--- config.mk ---
export PLATFORM = sky130hd
export DESIGN_NAME = spike_rate_encoder
export DESIGN_NICKNAME = d
export VERILOG_FILES = /design/src/rtl/spike_enc_pkg.sv /design/src/rtl/spike_acc_channel.sv /design/src/rtl/spike_rate_encoder.sv
export SDC_FILE = /design/constraint.sdc
export NUM_CORES = 1
export LEC_CHECK = 0
export ABC_CLOCK_PERIOD_IN_PS = 3500
export CAP_MARGIN = 40
export CORE_MARGIN = 8
export CORE_UTILIZATION = 50
export DETAILED_ROUTE_END_ITERATION = 10
export PLACE_DENSITY = 0.71
export SLEW_MARGIN = 20
export SYNTH_ARGS = -nofsm -noshare
export SYNTH_HDL_FRONTEND = slang
export SYNTH_SLANG_ARGS = --single-unit
--- constraint.sdc ---
create_clock -name clk -period 3.5 [get_ports clk]
set_input_delay 0.875 -clock clk [delete_from_list [all_inputs] [get_ports clk]]
set_output_delay 0.875 -clock clk [all_outputs]
set_load 0.05 [all_outputs]
--- src/rtl/spike_enc_pkg.sv ---
// rtl/spike_enc_pkg.sv - shared types and constants for the spike rate encoder
package spike_enc_pkg;

    typedef enum logic [1:0] {
        IDLE = 2'd0,
        RUN  = 2'd1,
        DONE = 2'd2
    } state_t;

    localparam int DEF_S       = 5;
    localparam int DEF_WIDTH   = 8;
    localparam int DEF_T_STEPS = 16;

    // Fibonacci feedback taps 16,14,13,11 (bit n-1 for tap n)
    localparam logic [15:0] LFSR_TAPS = 16'hB400;

    function automatic int clog2(input int n);
        int r;
        r = 0;
        for (int b = 0; b < 31; b++) begin
            if ((1 << b) < n) begin
                r = b + 1;
            end
        end
        return r;
    endfunction

endpackage

--- src/rtl/spike_acc_channel.sv ---
// rtl/spike_acc_channel.sv - one rate-coding channel: pixel register and phase accumulator
module spike_acc_channel #(
    parameter int WIDTH = 8
) (
    input  logic             clk,
    input  logic             rst,
    input  logic             clear,
    input  logic             step,
    input  logic [WIDTH-1:0] pixel_in,
    output logic             spike
);

    logic [WIDTH-1:0] pixel_q;
    logic [WIDTH-1:0] acc;
    logic [WIDTH:0]   acc_next;

    assign acc_next = {1'b0, acc} + {1'b0, pixel_q};
    assign spike    = acc_next[WIDTH];

    always_ff @(posedge clk or posedge rst) begin
        if (rst) begin
            pixel_q <= '0;
            acc     <= '0;
        end else if (clear) begin
            pixel_q <= pixel_in;
            acc     <= '0;
        end else if (step) begin
            acc <= acc_next[WIDTH-1:0];
        end
    end

endmodule

--- src/rtl/spike_rate_encoder.sv ---
// rtl/spike_rate_encoder.sv - pixel-to-spike-train encoder; SPIKE_LFSR_EN selects stochastic LFSR coding
module spike_rate_encoder
    import spike_enc_pkg::*;
#(
    parameter int          S         = DEF_S,
    parameter int          WIDTH     = DEF_WIDTH,
    parameter int          T_STEPS   = DEF_T_STEPS,
    parameter logic [15:0] LFSR_SEED = 16'hACE1
) (
    input  logic                      clk,
    input  logic                      rst,
    input  logic                      start,
    input  logic [S*WIDTH-1:0]        pixels_in,
    output logic [S-1:0]              spikes_out,
    output logic                      spike_valid,
    output logic [clog2(T_STEPS)-1:0] step_idx,
    output logic                      busy,
    output logic                      done
);

    localparam int CW = clog2(T_STEPS);

    state_t        state;
    logic [CW-1:0] cnt;
    logic          last;
    logic          clear;
    logic [S-1:0]  spike_vec;

    assign clear = (state == IDLE) && start;
    assign busy  = (state != IDLE);

`ifdef SPIKE_LFSR_EN
    logic [15:0]      lfsr;
    logic [WIDTH-1:0] pix_q [S];

    function automatic logic [WIDTH-1:0] rotl_low(input logic [15:0] v, input int r);
        logic [WIDTH-1:0] o;
        o = '0;
        for (int j = 0; j < WIDTH; j++) begin
            o[j] = v[(j - (r % 16) + 16) % 16];
        end
        return o;
    endfunction

    always_ff @(posedge clk or posedge rst) begin
        if (rst) begin
            lfsr <= LFSR_SEED;
            for (int i = 0; i < S; i++) begin
                pix_q[i] <= '0;
            end
        end else begin
            if (state == RUN) begin
                lfsr <= {lfsr[14:0], ^(lfsr & LFSR_TAPS)};
            end
            if (clear) begin
                for (int i = 0; i < S; i++) begin
                    pix_q[i] <= pixels_in[(S-i)*WIDTH-1 -: WIDTH];
                end
            end
        end
    end

    // Per-channel rotation keeps equal pixels from producing identical trains
    for (genvar i = 0; i < S; i++) begin : g_cmp
        assign spike_vec[S-1-i] = pix_q[i] > rotl_low(lfsr, i);
    end
`else
    logic step;

    assign step = (state == RUN) && !last;

    for (genvar i = 0; i < S; i++) begin : g_ch
        spike_acc_channel #(.WIDTH(WIDTH)) u_ch (
            .clk      (clk),
            .rst      (rst),
            .clear    (clear),
            .step     (step),
            .pixel_in (pixels_in[(S-i)*WIDTH-1 -: WIDTH]),
            .spike    (spike_vec[S-1-i])
        );
    end
`endif

    // last marks that step T_STEPS-1 is already on the outputs
    always_ff @(posedge clk or posedge rst) begin
        if (rst) begin
            state       <= IDLE;
            cnt         <= '0;
            last        <= 1'b0;
            spikes_out  <= '0;
            spike_valid <= 1'b0;
            step_idx    <= '0;
            done        <= 1'b0;
        end else begin
            case (state)
                IDLE: begin
                    done        <= 1'b0;
                    spike_valid <= 1'b0;
                    spikes_out  <= '0;
                    if (start) begin
                        state <= RUN;
                        cnt   <= '0;
                        last  <= 1'b0;
                    end
                end
                RUN: begin
                    if (last) begin
                        state       <= DONE;
                        done        <= 1'b1;
                        spike_valid <= 1'b0;
                        spikes_out  <= '0;
                        last        <= 1'b0;
                        cnt         <= '0;
                    end else begin
                        spikes_out  <= spike_vec;
                        spike_valid <= 1'b1;
                        step_idx    <= cnt;
                        if (cnt == CW'(T_STEPS - 1)) begin
                            last <= 1'b1;
                        end else begin
                            cnt <= cnt + 1'b1;
                        end
                    end
                end
                DONE: begin
                    done  <= 1'b0;
                    state <= IDLE;
                end
                default: state <= IDLE;
            endcase
        end
    end

endmodule

==> flow_metrics.env <==
export IMPL_slew_violations=0
export IMPL_crit_arrival_ns=2.01
export IMPL_worstMarginPinSlew_ns=0.569
export IMPL_cts_made_buffers=9
export IMPL_synth_seq_area_share_pct=47.7
export IMPL_detail_route_antenna_nets=0
export IMPL_p_leak_uw=0.00265
export IMPL_fin_nets=616
export IMPL_drv_cap=0
export IMPL_use_met1_pct=19.9
export IMPL_yosysUniqueCellTypes=42
export IMPL_cp_end_kind="output port"
export IMPL_synth_area_um2=5140
export IMPL_crit_path_cell_trace="or2_2 -> clkdlybuf4s50_1"
export IMPL_port_buffer_count=54
export IMPL_cp_start_kind="flop"
export IMPL_syn_area_per_cell_um2=10.9
export IMPL_cts_setup_buffers=0
export IMPL_cts_hold_buf=0
export IMPL_finalSetupTns_ns=0
export IMPL_dpl_hpwl_um=7340
export IMPL_busiest_layer="met2"
export IMPL_critical_path_class="reg2out"
export IMPL_design_power_total_uw=6080
export IMPL_synth_nets=561
export IMPL_powerDensity_nw_per_um2=1010
export IMPL_synthCells=472
export IMPL_clk_pin_slew_ns=0.10
export IMPL_grt_first_pass_wirelength_um=18200
export IMPL_final_layout_size_suffix_gt1_share_pct=11.5
export IMPL_wl_per_cell_um=15.6
export IMPL_grt_pass1_vias=3801
export IMPL_status="complete, no violations"
export IMPL_met2_usage_pct=26.2
export IMPL_worst_path_max_delay_cell="clkdlybuf4s50_1"
export IMPL_ys_seq_elements=98
export IMPL_die_area_um2=13800
export IMPL_antennaDiodeCount=0
export IMPL_cts_root_buffer_cell="clkbuf_8"
export IMPL_hp_start="step_idx[3]$_DFFE_PP0P_"
export IMPL_utilization_pct=59.3
export IMPL_r2r_end="g_ch[3].u_ch.acc[6]$_DFFE_PP0P_"
export IMPL_whs_path_depth=2
export IMPL_clock_sinks=98
export IMPL_core_area_um2=10100
export IMPL_worstSkewPairLatency_ns=0.37
export IMPL_period_share_pct=82.4
export IMPL_htree_levels=3
export IMPL_ios=55
export IMPL_setup_worst_path_start="state[1]$_DFFE_PP0P_"
export IMPL_hold_viol_final=0
export IMPL_grt_max_degree=55
export IMPL_ys_warn_count=0
export IMPL_hp_class="reg2reg"
export IMPL_overflow=0
export IMPL_peakVddDrop_mv=0.457
export IMPL_dr_pass1_iters=4
export IMPL_hold_path_endpoint="step_idx[3]$_DFFE_PP0P_"
export IMPL_drt_iter0_markers=184
export IMPL_met3_usage_pct=3.69
export IMPL_rows=37
export IMPL_vias=3714
export IMPL_required_ns=2.62
export IMPL_worst_r2r_cell_count=8
export IMPL_die_h_um=117
export IMPL_max_freq_mhz=347
export IMPL_grt_use_total_pct=15.7
export IMPL_via_per_inst=5.56
export IMPL_rsz0062_at_grt="false"
export IMPL_antenna_found_initial=0
export IMPL_area_delta_synth_final_pct=16.9
export IMPL_cts_tree="built"
export IMPL_cpPeakStageDelay_ns=0.71
export IMPL_final_min_clock_period_ns=2.88
export IMPL_die_w_um=117
export IMPL_drc=0
export IMPL_whs_ns=0.489
export IMPL_place_congestion=0.826
export IMPL_slew_headroom_pct=61.9
export IMPL_synthArstFlopShare_pct=100
export IMPL_post_cts_resized=0
export IMPL_cts_buffer_depth=2
export IMPL_setup_viol=0
export IMPL_wl_um=10400
export IMPL_r2r_start="g_ch[3].u_ch.acc[0]$_DFFE_PP0P_"
export IMPL_ys_dominant_reg_cell="dfrtp_1"
export IMPL_initial_utilization_pct=50.7
export IMPL_worst_path_max_fanout=8
export IMPL_synth_edff_count=0
export IMPL_r2r_setup_slack_ns=1.38
export IMPL_fin_skew_ns=0.0166
## power breakdown
group | switching (uW) | internal (uW) | leakage [uW] | total [uW]
Clock | 396 | 299 | 0.0000880 | 695
Sequential | 323 | 1660 | 0.00122 | 1980
Combinational | 1850 | 1550 | 0.00135 | 3400
Total | 2570 | 3510 | 0.00265 | 6080
## routing by layer
layer / wire (um) / vias to the layer above / part of all wire (%)
met4: 123 / 0 / 1.2
met1: 5030 / 1816 / 48
met3: 281 / 11 / 2.7
met5: 0 / - / 0
li1: - / 1824 / -
met2: 4960 / 63 / 48
## cell usage after synthesis, types with 4 or more instances
master / count / area share (%)
o21ai_0: 64 / 6.2
a21oi_1: 13 / 1.3
or3_1: 8 / 0.97
a31oi_1: 4 / 0.49
nand2_1: 52 / 3.8
a22oi_1: 4 / 0.58
o21a_1: 10 / 1.5
o22ai_1: 5 / 0.61
a32o_1: 4 / 0.78
mux2_2: 32 / 7.0
nor2_1: 9 / 0.66
inv_1: 19 / 1.4
buf_4: 4 / 0.58
a211oi_1: 10 / 1.5
o21bai_1: 6 / 0.88
nor2b_1: 5 / 0.61
clkbuf_1: 9 / 0.66
a21o_1: 6 / 0.88
o31a_1: 5 / 0.85
xor2_1: 15 / 2.6
nor3_1: 8 / 0.78
dfrtp_1: 98 / 48
fa_1: 5 / 1.9
a22o_1: 11 / 1.9
ha_1: 41 / 10
## area by class of cell
| type | instances | area [um^2] |
|---|---|---|
| Fill cell | 868 | 4130 |
| Multi-Input combinational cell | 340 | 2540 |
| Sequential cell | 98 | 2450 |
| Timing Repair Buffer | 58 | 583 |
| Tap cell | 136 | 170 |
| Clock buffer | 11 | 151 |
| Inverter | 20 | 77.6 |
| Clock inverter | 5 | 36.3 |
## worst max path at each step
stage                                                      to  slack, ns  cells after the start
after floorplan                            cnt[0]$_DFFE_PP0P_       0.06                      1
after CTS                                                busy       0.59                      2
after detailed placement      g_ch[1].u_ch.acc[1]$_DFFE_PP0P_       0.94                      7
after global routing                                     busy       0.53                      2
after global placement    g_ch[3].u_ch.pixel_q[3]$_DFFE_PP0P_       0.97                      5
final                                                    busy       0.62                      2
## worst max-delay path: cells and delay by family, from the launching register on
kind                   cells  cell delay [ns]
AND/OR/NAND/NOR            1             0.39
buffers and inverters      1             0.71
flip-flops                 1             0.53
## through the flow
step | instance area (um^2) | setup slack, ns | std cells
floorplan | 5140 | 0.0629 | 472
global placement | 5830 | 0.975 | 652
detailed placement | 5830 | 0.935 | 652
CTS | 6010 | 0.587 | 668
global route | 6010 | 0.534 | 668
finish | 6010 | 0.617 | 668
## sequential cells by signal (all words and copies together), names as in the netlist
signal             flops
cnt                    4
done                   1
g_ch.u_ch.acc         40
g_ch.u_ch.pixel_q     40
last                   1
spike_valid            1
spikes_out             5
state                  2
step_idx               4
## cell usage in the layout (no fill, tap or decap), drive strengths merged
master and n:
nor2 10, a211oi 10, mux2 35, a32o 4, buf 4, o21bai 6
xor2 15, fa 5, nand2 52, a41o 1, o21ai 64, clkinv 1
nand2b 3, a22o 11, clkbuf 11, nor3 8, and2 1, ha 41
or2 4, a21oi 13, nand3 2, dfrtp 98, a21o 6, inv 21
o22ai 5, mux2i 1, clkdlybuf4s50 54, a31oi 4, a31o 1, clkinvlp 3
a22oi 4, o31a 5, o31ai 1, or3 8, a41oi 2, o21a 10
and3 2, nor2b 5, a21boi 1
## cells by family (layout without fill, tap and decap cells)
logic type	count (synthesis)	after routing	synth area share, %
buffers and inverters	34	94	2.92
flip-flops	98	98	47.7
adder cells (fa/ha/maj)	46	46	11.9
AND/OR/NAND/NOR	95	95	8.54
AO/OA/AOI/OAI	148	148	18.6
multiplexers	36	36	7.86
XOR/XNOR	15	15	2.55
Power figures use the tool's default switching activity.
